**src/rtl/vga_timing_pkg.sv**
```systemverilog
// 640x480@60 raster constants and shared types for the VGA timing path.
package vga_timing_pkg;

   localparam int VGA_H_SYNC   = 96;
   localparam int VGA_H_BACK   = 48;
   localparam int VGA_H_ACTIVE = 640;
   localparam int VGA_H_FRONT  = 16;
   localparam int VGA_V_SYNC   = 2;
   localparam int VGA_V_BACK   = 33;
   localparam int VGA_V_ACTIVE = 480;
   localparam int VGA_V_FRONT  = 10;

   localparam int VGA_H_TOTAL     = VGA_H_SYNC + VGA_H_BACK + VGA_H_ACTIVE + VGA_H_FRONT;
   localparam int VGA_V_TOTAL     = VGA_V_SYNC + VGA_V_BACK + VGA_V_ACTIVE + VGA_V_FRONT;
   localparam int VGA_H_ACT_START = VGA_H_SYNC + VGA_H_BACK;
   localparam int VGA_H_ACT_END   = VGA_H_ACT_START + VGA_H_ACTIVE - 1;
   localparam int VGA_V_ACT_START = VGA_V_SYNC + VGA_V_BACK;
   localparam int VGA_V_ACT_END   = VGA_V_ACT_START + VGA_V_ACTIVE - 1;

   localparam int COORD_W = 10;
   localparam int COLOR_W = 24;

   // Sideband travelling alongside the pixel request; raw syncs are active-high.
   typedef struct packed {
      logic vld;
      logic hs;
      logic vs;
   } sync_t;

endpackage

```
**src/rtl/vga_delay_line.sv**
```systemverilog
// Async-reset shift register; DEPTH=0 is a plain wire.
module vga_delay_line #(
   parameter int                 WIDTH       = 1,
   parameter int                 DEPTH       = 1,
   parameter logic [WIDTH-1:0]   RESET_VALUE = '0
) (
   input  logic             vga_clk,
   input  logic             rst_n,
   input  logic [WIDTH-1:0] d,
   output logic [WIDTH-1:0] q
);

   generate
      if (DEPTH == 0) begin : g_pass
         assign q = d;
      end else begin : g_pipe
         logic [DEPTH-1:0][WIDTH-1:0] pipe;

         always_ff @(posedge vga_clk or negedge rst_n) begin
            if (!rst_n) begin
               pipe <= {DEPTH{RESET_VALUE}};
            end else begin
               pipe[0] <= d;
               for (int i = 1; i < DEPTH; i++) pipe[i] <= pipe[i-1];
            end
         end

         assign q = pipe[DEPTH-1];
      end
   endgenerate

endmodule

```
**src/rtl/vga_timing_ctrl.sv**
```systemverilog
// Raster counters, registered pixel request to the sources, and latency-aligned
// sync/de/rgb output stage towards the DAC.
module vga_timing_ctrl
   import vga_timing_pkg::*;
#(
   parameter int H_SYNC        = VGA_H_SYNC,
   parameter int H_BACK        = VGA_H_BACK,
   parameter int H_ACTIVE      = VGA_H_ACTIVE,
   parameter int H_FRONT       = VGA_H_FRONT,
   parameter int V_SYNC        = VGA_V_SYNC,
   parameter int V_BACK        = VGA_V_BACK,
   parameter int V_ACTIVE      = VGA_V_ACTIVE,
   parameter int V_FRONT       = VGA_V_FRONT,
   parameter int PIXEL_LATENCY = 1
) (
   input  logic               vga_clk,
   input  logic               rst_n,
   input  logic [COLOR_W-1:0] pos_data,
   output logic [COORD_W-1:0] pos_x,
   output logic [COORD_W-1:0] pos_y,
   output logic               pos_valid,
   output logic               frame_start,
   output logic               hsync,
   output logic               vsync,
   output logic               de,
   output logic [COLOR_W-1:0] rgb
);

   localparam logic [COORD_W-1:0] H_LAST  = COORD_W'(H_SYNC + H_BACK + H_ACTIVE + H_FRONT - 1);
   localparam logic [COORD_W-1:0] V_LAST  = COORD_W'(V_SYNC + V_BACK + V_ACTIVE + V_FRONT - 1);
   localparam logic [COORD_W-1:0] HA_LO   = COORD_W'(H_SYNC + H_BACK);
   localparam logic [COORD_W-1:0] HA_HI   = COORD_W'(H_SYNC + H_BACK + H_ACTIVE);
   localparam logic [COORD_W-1:0] VA_LO   = COORD_W'(V_SYNC + V_BACK);
   localparam logic [COORD_W-1:0] VA_HI   = COORD_W'(V_SYNC + V_BACK + V_ACTIVE);
   localparam logic [COORD_W-1:0] HS_END  = COORD_W'(H_SYNC);
   localparam logic [COORD_W-1:0] VS_END  = COORD_W'(V_SYNC);
   // Rows are reported one-based, so the subtrahend sits one below the first active line.
   localparam logic [COORD_W-1:0] VY_OFF  = COORD_W'(V_SYNC + V_BACK - 1);

   logic [COORD_W-1:0] h_cnt, v_cnt;
   logic               act;
   logic               hs_s1, vs_s1;
   sync_t              s1, sd;

   assign act = (h_cnt >= HA_LO) && (h_cnt < HA_HI) && (v_cnt >= VA_LO) && (v_cnt < VA_HI);

   always_ff @(posedge vga_clk or negedge rst_n) begin
      if (!rst_n) begin
         h_cnt <= '0;
         v_cnt <= '0;
      end else if (h_cnt == H_LAST) begin
         h_cnt <= '0;
         v_cnt <= (v_cnt == V_LAST) ? '0 : v_cnt + 1'b1;
      end else begin
         h_cnt <= h_cnt + 1'b1;
      end
   end

   always_ff @(posedge vga_clk or negedge rst_n) begin
      if (!rst_n) begin
         pos_valid   <= 1'b0;
         pos_x       <= '0;
         pos_y       <= '0;
         frame_start <= 1'b0;
         hs_s1       <= 1'b0;
         vs_s1       <= 1'b0;
      end else begin
         pos_valid   <= act;
         pos_x       <= act ? h_cnt - HA_LO  : '0;
         pos_y       <= act ? v_cnt - VY_OFF : '0;
         frame_start <= (h_cnt == '0) && (v_cnt == '0);
         hs_s1       <= h_cnt < HS_END;
         vs_s1       <= v_cnt < VS_END;
      end
   end

   assign s1 = '{vld: pos_valid, hs: hs_s1, vs: vs_s1};

   vga_delay_line #(
      .WIDTH       ($bits(sync_t)),
      .DEPTH       (PIXEL_LATENCY),
      .RESET_VALUE ('0)
   ) u_align (
      .vga_clk (vga_clk),
      .rst_n   (rst_n),
      .d       (s1),
      .q       (sd)
   );

   always_ff @(posedge vga_clk or negedge rst_n) begin
      if (!rst_n) begin
         de    <= 1'b0;
         rgb   <= '0;
         hsync <= 1'b1;
         vsync <= 1'b1;
      end else begin
         de    <= sd.vld;
         rgb   <= sd.vld ? pos_data : '0;
         hsync <= ~sd.hs;
         vsync <= ~sd.vs;
      end
   end

endmodule

```
**config.mk**
```make
export PLATFORM = sky130hd
export DESIGN_NAME = vga_timing_ctrl
export DESIGN_NICKNAME = d
export VERILOG_FILES = /design/src/rtl/vga_timing_pkg.sv /design/src/rtl/vga_delay_line.sv /design/src/rtl/vga_timing_ctrl.sv
export SDC_FILE = /design/constraint.sdc
export NUM_CORES = 1
export LEC_CHECK = 0
export CAP_MARGIN = 5
export CORE_ASPECT_RATIO = 0.9
export CORE_MARGIN = 1.5
export CORE_UTILIZATION = 49
export DETAILED_ROUTE_END_ITERATION = 8
export PLACE_DENSITY = 0.75
export SKIP_LAST_GASP = 1
export SYNTH_ARGS = -nofsm -noshare
export SYNTH_HDL_FRONTEND = slang
export SYNTH_SLANG_ARGS = --single-unit
```
**constraint.sdc**
```tcl
create_clock -name vga_clk -period 2.3 [get_ports vga_clk]
set_input_delay 0.575 -clock vga_clk [delete_from_list [all_inputs] [get_ports vga_clk]]
set_output_delay 0.575 -clock vga_clk [all_outputs]
set_load 0.01 [all_outputs]
```
==> summary.txt, run 1 <==
Outcome
  • Result of the run: completed

Drt
  • Vias: 2148
  • DR iter-0 viols: 94
  • Vias per inst: about 5.2
  • # DRC: 0
  • 1st-pass router iterations: 4
  • Total Wirelength: around 6.3 mm
  • WL/cell: 15.2 µm
  • Routed Antenna Nets: 0

Timing
  • Hold Slack: 0.234 ns
  • Fmax achieved: 479 MHz
  • Final worst clock skew: just over 0.008 ns
  • Slew margin rel.: 51.4%
  • RSZ-0062 raised after global routing: false
  • Final worst-path cycle share: 90.8%
  • Min Clock Period, post-route: 2.09 ns
  • Tightest Pin Transition: 0.728 ns
  • Final Setup Violations: 0
  • Final hold violation count: 0
  • Total negative slack: 0 ns
  • Slew Viols, Final: 0

Clocking
  • Root Driver: clkbuf_8
  • H-tree levels: 3
  • Clk pin slew, worst setup/hold paths: 0.08 ns
  • Resized Gates After CTS: 0
  • Post-CTS Hold Buffers: 0
  • Total CTS buffers: 9
  • Clock Sinks: 74
  • CTS tree: built
  • Worst-Skew Late Latency: 0.34 ns
  • Postcts setup bufs: 0
  • CTS max path bufs: 2

Floorplanning
  • Die Y: about 80 µm
  • # IOs: 75
  • Row count: 27
  • Chip Width: roughly 86 µm
  • Initial Util: 50.2%
  • Die area: 6720 µm²
  • Core ar.: 6080 µm²

Final layout
  • Diodes inserted: 0
  • Finished Cell Area: 4040 µm²
  • Final nets: around 370
  • Commonest non-fill, non-tap cell in the layout: clkdlybuf4s50_1
  • Commonest cells after routing, fill and taps aside: 73 x clkdlybuf4s50_1, 72 x dfrtp_1, 26 x and2_1
  • P&R area growth vs syn: 32.2%
  • Layout cells sized above 1: 7.99%
  • Final core occ: 66.4%

Yosys
  • Yosys Warn Count: 0
  • Gate Count Post-Synth: 262
  • Mean Syn Cell Area: 11.7 µm²
  • Mapped Area: 3050 µm²
  • Post-synth EDFFs: 0
  • Mapped Nets: approximately 300
  • Ys flop type: dfrtp_1
  • Ys async rst share: between 90% and 100%
  • Seq/Total Area, Yosys: between 60% and 70%
  • #FFs+latches synth: 74
  • Distinct cell type count after synthesis: 39

Placement
  • PortBufs: 74
  • DP HPWL: roughly 4.2 mm
  • DP Area: 3820 µm²
  • Routability cong.: roughly 0.88

Run
  • Max cap viols: 0

GRT
  • Met2 global-route usage: between 30 and 40%
  • Met1 usage: 27.3%
  • Met3 Use GR: 6.06%
  • Global-route wire length before repair: slightly above 10 mm
  • Global Route Usage Sum: roughly a fifth
  • Initial antenna violation count: 0
  • Largest net degree at the start of global routing: 75
  • Gr ovfl total: 0
  • Vias in the first global route: between 2k and 2.5k
  • GR peak layer: met2

Hold path
  • Worst min path class: in2async

Power
  • Static leakage: ~1.9 nW
  • Max VDD drop: 0.307 mV
  • Pwr per Cell Area: roughly 610 nW/µm²

Worst setup path
  • Startpoint types: register
  • Max stage delay on crit path: about 0.49 ns
  • CP top delay family: compound AO/OA/AOI/OAI gates
  • Crit end category: register
  • Bufs and invs on worst path: 0
  • Worst Path Class, Setup: reg2reg
  • CP Data Required Time: 2.50 ns
  • Crit path cell chain: ha_1 > or4_1 > a211oi_2 > a311o_2 > nor3b_1
  • Worst-path maximum fanout: 21
  • Slowest cell on crit path: or4_1
  • Worst EP arrival: 2.29 ns
[logic make-up after synthesis]
group                    count (synthesis)  share of synthesized area [%]
adder cells (fa/ha/maj)                 10                           4.10
buffers and inverters                   27                           4.30
XOR/XNOR                                21                           6.02
flip-flops                              74                           60.7
AND/OR/NAND/NOR                        108                           20.2
AO/OA/AOI/OAI                           22                           4.67
[final cells by class]
class	count	area [µm²]
clock buffer	10	128
clock inverter	6	90.1
fill	466	2040
inverter	10	37.5
multi-input combinational	161	1070
sequential	74	1850
tap	72	90.1
timing repair buffer	77	771
[power breakdown]
group	switching, mW	leakage [nW]	internal, mW
registers	0	0.992	1.30
clock network	0.487	0.107	0.615
logic	0.0292	0.788	0.0392
[sequential cells by signal (all words and copies together), names as in the netlist]
name and count:
pos_y 10, hsync 1, hs_s1 1, de 1, vsync 1, h_cnt 10, pos_x 10, v_cnt 10
u_align.q 3, pos_valid 1, vs_s1 1, rgb 24, frame_start 1
[cell usage after synthesis, drive strengths merged, types with 2 or more instances]
library cell	n	area share [%]
and2	26	5.3
buf	14	2.7
nor3	23	3.8
or3	4	0.82
nor3b	2	0.49
nor4	2	0.61
dfrtp	72	59
nand3	6	0.98
clkbuf	3	0.37
nand2	9	1.1
and4	2	0.57
xor2	5	1.4
ha	10	4.1
a21o	2	0.49
and3	7	1.4
o21ai	8	1.3
dfstp	2	1.7
inv	10	1.2
nor2	12	1.5
xnor2	16	4.6
nand4	6	1.2
a21oi	6	0.98
[worst paths after layout]
check / start / to / slack (ns) / depth (start not counted)
max in group asynchronous: rst_n / hsync / 1.70 / 2
worst max-delay path: v_cnt[1] / pos_x[2] / 0.21 / 5
worst min register to register: u_align.q[1] / hsync / 0.35 / 1
worst max register to register: v_cnt[1] / pos_x[2] / 0.21 / 5
worst min-delay path: rst_n / v_cnt[4] / 0.23 / 2
min in group vga_clk: u_align.q[1] / hsync / 0.35 / 1
[stage by stage]
step	cells	worst slack, ns	total power [mW]
2_1_floorplan	262	0.514	1.33
3_5_place_dp	394	0.229	1.40
6_report	410	0.211	2.47
3_3_place_gp	394	0.296	1.40
5_1_grt	410	0.0530	2.56
4_1_cts	410	0.217	2.49
[layer usage]
metal	wire length, µm	vias to the layer above	share of wire, %
li1	-	1012	-
met1	3050	1045	49
met2	2710	81	43
met3	410	10	6.6
met4	82	0	1.3
met5	0	-	0
Note: power is estimated with default switching activity, not from simulation.
==> run 2: changes to the inputs <==
- SYNTH_HIERARCHICAL: unset -> 1
==> run 2 against run 1 <==
Against the previous run:
- clock power is 11% lower
- sequential power hardly changed
- power is 4.6% lower
- final area is 1.3% higher
- clock-buffer cell count is 1 higher
- highest routed layer unchanged
==> summary.txt, run 2 <==
Placement
  • Routability cong.: 0.799 (-9.5%)
  • Setup WS pre-CTS: 0.320 ns (+0.0910 ns)
  • DP HPWL: 4.46 mm (+5.7%)
  • PortBufs: 74 (unchanged)
  • Placed insts: 414 (+5.1%)

Yosys
  • Most frequent cell after synthesis: dfrtp_1
  • Mapped Area: 3110 µm² (+1.7%)
  • Seq/Total Area, Yosys: 59.7% (-1.0 points)
  • Mapped Nets: 298 (unchanged)
  • Gate Count Post-Synth: 262 (unchanged)
  • Yosys Warn Count: 6 (+6)
  • Cells taking the most area after synthesis: dfrtp_1 58%, and2_1 4.8%, ha_1 4.0%, xnor2_1 3.9%, nor3_1 3.5%
  • Ys async rst share: 100% (unchanged)
  • Post-synth EDFFs: 0 (unchanged)
  • Ys flop type: dfrtp_1
  • Yosys top cell by area: dfrtp_1
  • Distinct cell type count after synthesis: 43 (+10%)
  • Post-Synth Adder-Cell Area: 4.03% (-0.068 points)
  • Simple-gate portion of the synthesized area: 19.9% (-0.29 points)
  • Mux share of post-synthesis cell area: 0.363% (+0.36 points)
  • Top cells by count, synth: 72 x dfrtp_1, 24 x and2_1, 22 x nor3_1
  • Mean Syn Cell Area: 11.9 µm² (+1.7%)
  • Post-synthesis compound-gate area fraction: 4.51% (-0.16 points)
  • Largest family of logic cells by synthesized area: simple AND/OR/NAND/NOR gates
  • #FFs+latches synth: 74 (unchanged)
  • Synth Area in XOR/XNOR: 5.36% (-0.66 points)
  • Area share of the largest cell type after synthesis: 58.0% (-0.97 points)

Final layout
  • Final core occ: 66.9% (+0.47 points)
  • Post-route insts no fill: 430 (+4.9%)
  • Number of flip-flops under the largest register name: 24 (unchanged)
  • Commonest non-fill, non-tap cell in the layout: clkdlybuf4s50_1
  • P&R area growth vs syn: 31.7%
  • Layout fillers: 439 (-5.8%)
  • Multi-input logic area: 1060 µm² (-0.70%)
  • Layout cells sized above 1: 9.91% (+1.9 points)
  • FF+latch area: 1850 µm² (unchanged)
  • Reg with most FFs: rgb
  • Diodes inserted: 0 (unchanged)
  • Final nets: 374 (+1.4%)
  • Commonest cells after routing, fill and taps aside: 73 x clkdlybuf4s50_1, 72 x dfrtp_1, 24 x and2_1

Hold path
  • Worst min path class: in2async

Floorplanning
  • Die Y: 78.5 µm (+0.80%)
  • # IOs: 75 (unchanged)
  • Core ar.: 6110 µm² (+0.56%)
  • Chip Width: 86.9 µm (+0.81%)
  • Initial Util: 50.8% (+0.56 points)
  • Die area: 6830 µm² (+1.6%)
  • Row count: 27 (unchanged)

Drt
  • 1st-pass router iterations: 4 (unchanged)
  • DR iter-0 viols: 122 (+30%)
  • Total Wirelength: 6.11 mm (-2.3%)
  • WL/cell: 14.2 µm (-6.9%)
  • Vias per inst: 5.02 (-4.1%)
  • # DRC: 0 (unchanged)
  • Routed Antenna Nets: 0 (unchanged)
  • Vias: 2160 (+0.56%)

Clocking
  • CTS max path bufs: 2 (unchanged)
  • Worst-Skew Late Latency: 0.34 ns (about the same)
  • H-tree levels: 3 (unchanged)
  • Post-CTS Hold Buffers: 0 (unchanged)
  • Clock Sinks: 74 (unchanged)
  • Root Driver: clkbuf_8
  • Clk pin slew, worst setup/hold paths: 0.07 ns (about the same)
  • Resized Gates After CTS: 0 (unchanged)
  • CTS tree: built
  • Total CTS buffers: 9 (unchanged)
  • Postcts setup bufs: 0 (unchanged)

Timing
  • Final Setup Violations: 0 (unchanged)
  • Fmax achieved: 493 MHz (+3.1%)
  • Final worst clock skew: 0.00623 ns (-0.00191 ns)
  • Total negative slack: 0 ns (unchanged)
  • Slew Viols, Final: 0 (unchanged)
  • Min Clock Period, post-route: 2.03 ns (-0.0630 ns)
  • Setup WS post-layout: 0.273 ns (+0.0630 ns)
  • Tightest Pin Transition: 0.539 ns (-0.189 ns)
  • Final hold violation count: 0 (unchanged)
  • RSZ-0062 raised after global routing: false
  • Final worst-path cycle share: 88.1% (-2.7 points)
  • Slew margin rel.: 64.0% (+13 points)

Worst setup path
  • Crit end category: register
  • CP Data Required Time: 2.50 ns (about the same)
  • Startpoint types: register
  • Worst Path Class, Setup: reg2reg
  • Worst EP arrival: 2.23 ns (-0.06 ns)
  • Worst-path maximum fanout: 14 (-33%)

Run
  • Max cap viols: 0 (unchanged)

Power
  • Pwr per Cell Area: 576 nW/µm² (-5.8%)
  • Max VDD drop: 0.270 mV (-12%)
  • Static leakage: 1.83 nW (-3.1%)

GRT
  • Gr ovfl total: 0 (unchanged)
  • Global-route wire length before repair: 9.91 mm (-3.7%)
  • Largest net degree at the start of global routing: 30 (-60%)
  • Global Route Usage Sum: 19.1% (-0.91 points)
  • Initial antenna violation count: 0 (unchanged)
  • Vias in the first global route: 2095 (+2.0%)

Outcome
  • Result of the run: completed
## run 2: cell count changes in the layout (fill, tap and decap cells not counted), sizes merged, moves of 2 or more
cell and delta:
and2 -2, and3 -3, nand2 +3, nor2 -3
nand2b +2, buf +6, nor4 +4, or4 +2
a21o -2, and4 -2, xnor2 -2
## run 2: worst max-delay path, stage by stage (launching register included)
cell and delay [ns]:
dfrtp_1 0.48, ha_1 0.27, nor4_1 0.43, o22ai_1 0.16, a41oi_1 0.25, buf_4 0.24, nor3_1 0.07
## run 2: power by group
part	total [mW]	switching (mW)	internal, mW
clock	0.984	0.457	0.527
sequential	1.30	0	1.30
combinational	0.0725	0.0301	0.0424
total	2.36	0.487	1.87
## run 2: routing by layer
layer	vias to the layer above	wire length [µm]	GRT usage [%]
met3	6	454	5.26
met2	94	2720	28.8
met5	-	0	0
met4	0	55	7.42
met1	1022	2870	26.2
li1	1038	-	-
## run 2: path summary, 6_finish.rpt
| path | from | to | slack, ns | cells after the start |
|---|---|---|---|---|
| min in group vga_clk | hs_s1 | u_align/q[1] | 0.36 | 0 |
| max in group asynchronous | rst_n | vsync | 1.48 | 2 |
| max reg2reg | v_cnt[1] | pos_x[8] | 0.27 | 6 |
| min reg2reg | hs_s1 | u_align/q[1] | 0.36 | 0 |
| min | rst_n | rgb[8] | 0.22 | 1 |
| max | v_cnt[1] | pos_x[8] | 0.27 | 6 |
## run 2: cell type report
cell class | count | area share, %
clock buffer | 11 | 3.46
sequential | 74 | 45.3
tap | 87 | 2.66
multi-input combinational | 159 | 25.9
timing repair buffer | 83 | 20.3
inverter | 11 | 1.01
clock inverter | 5 | 1.35
## run 2: stage by stage
step	total power [mW]	hold WS, ns	area [µm²]
after floorplan	1.33	0.279	3110
final	2.36	0.217	4090
after detailed placement	1.40	0.347	3890
after global placement	1.40	0.333	3890
after CTS	2.39	0.216	4090
after global routing	2.46	0.238	4090
## run 2: logic make-up (layout without fill, tap and decap cells)
kind of cell | count (synthesis) | after routing
simple gates | 107 | 107
mux | 1 | 1
flops | 74 | 74
xor+xnor | 19 | 19
fa+ha+maj | 10 | 10
compound gates | 22 | 22
buf+inv | 29 | 110
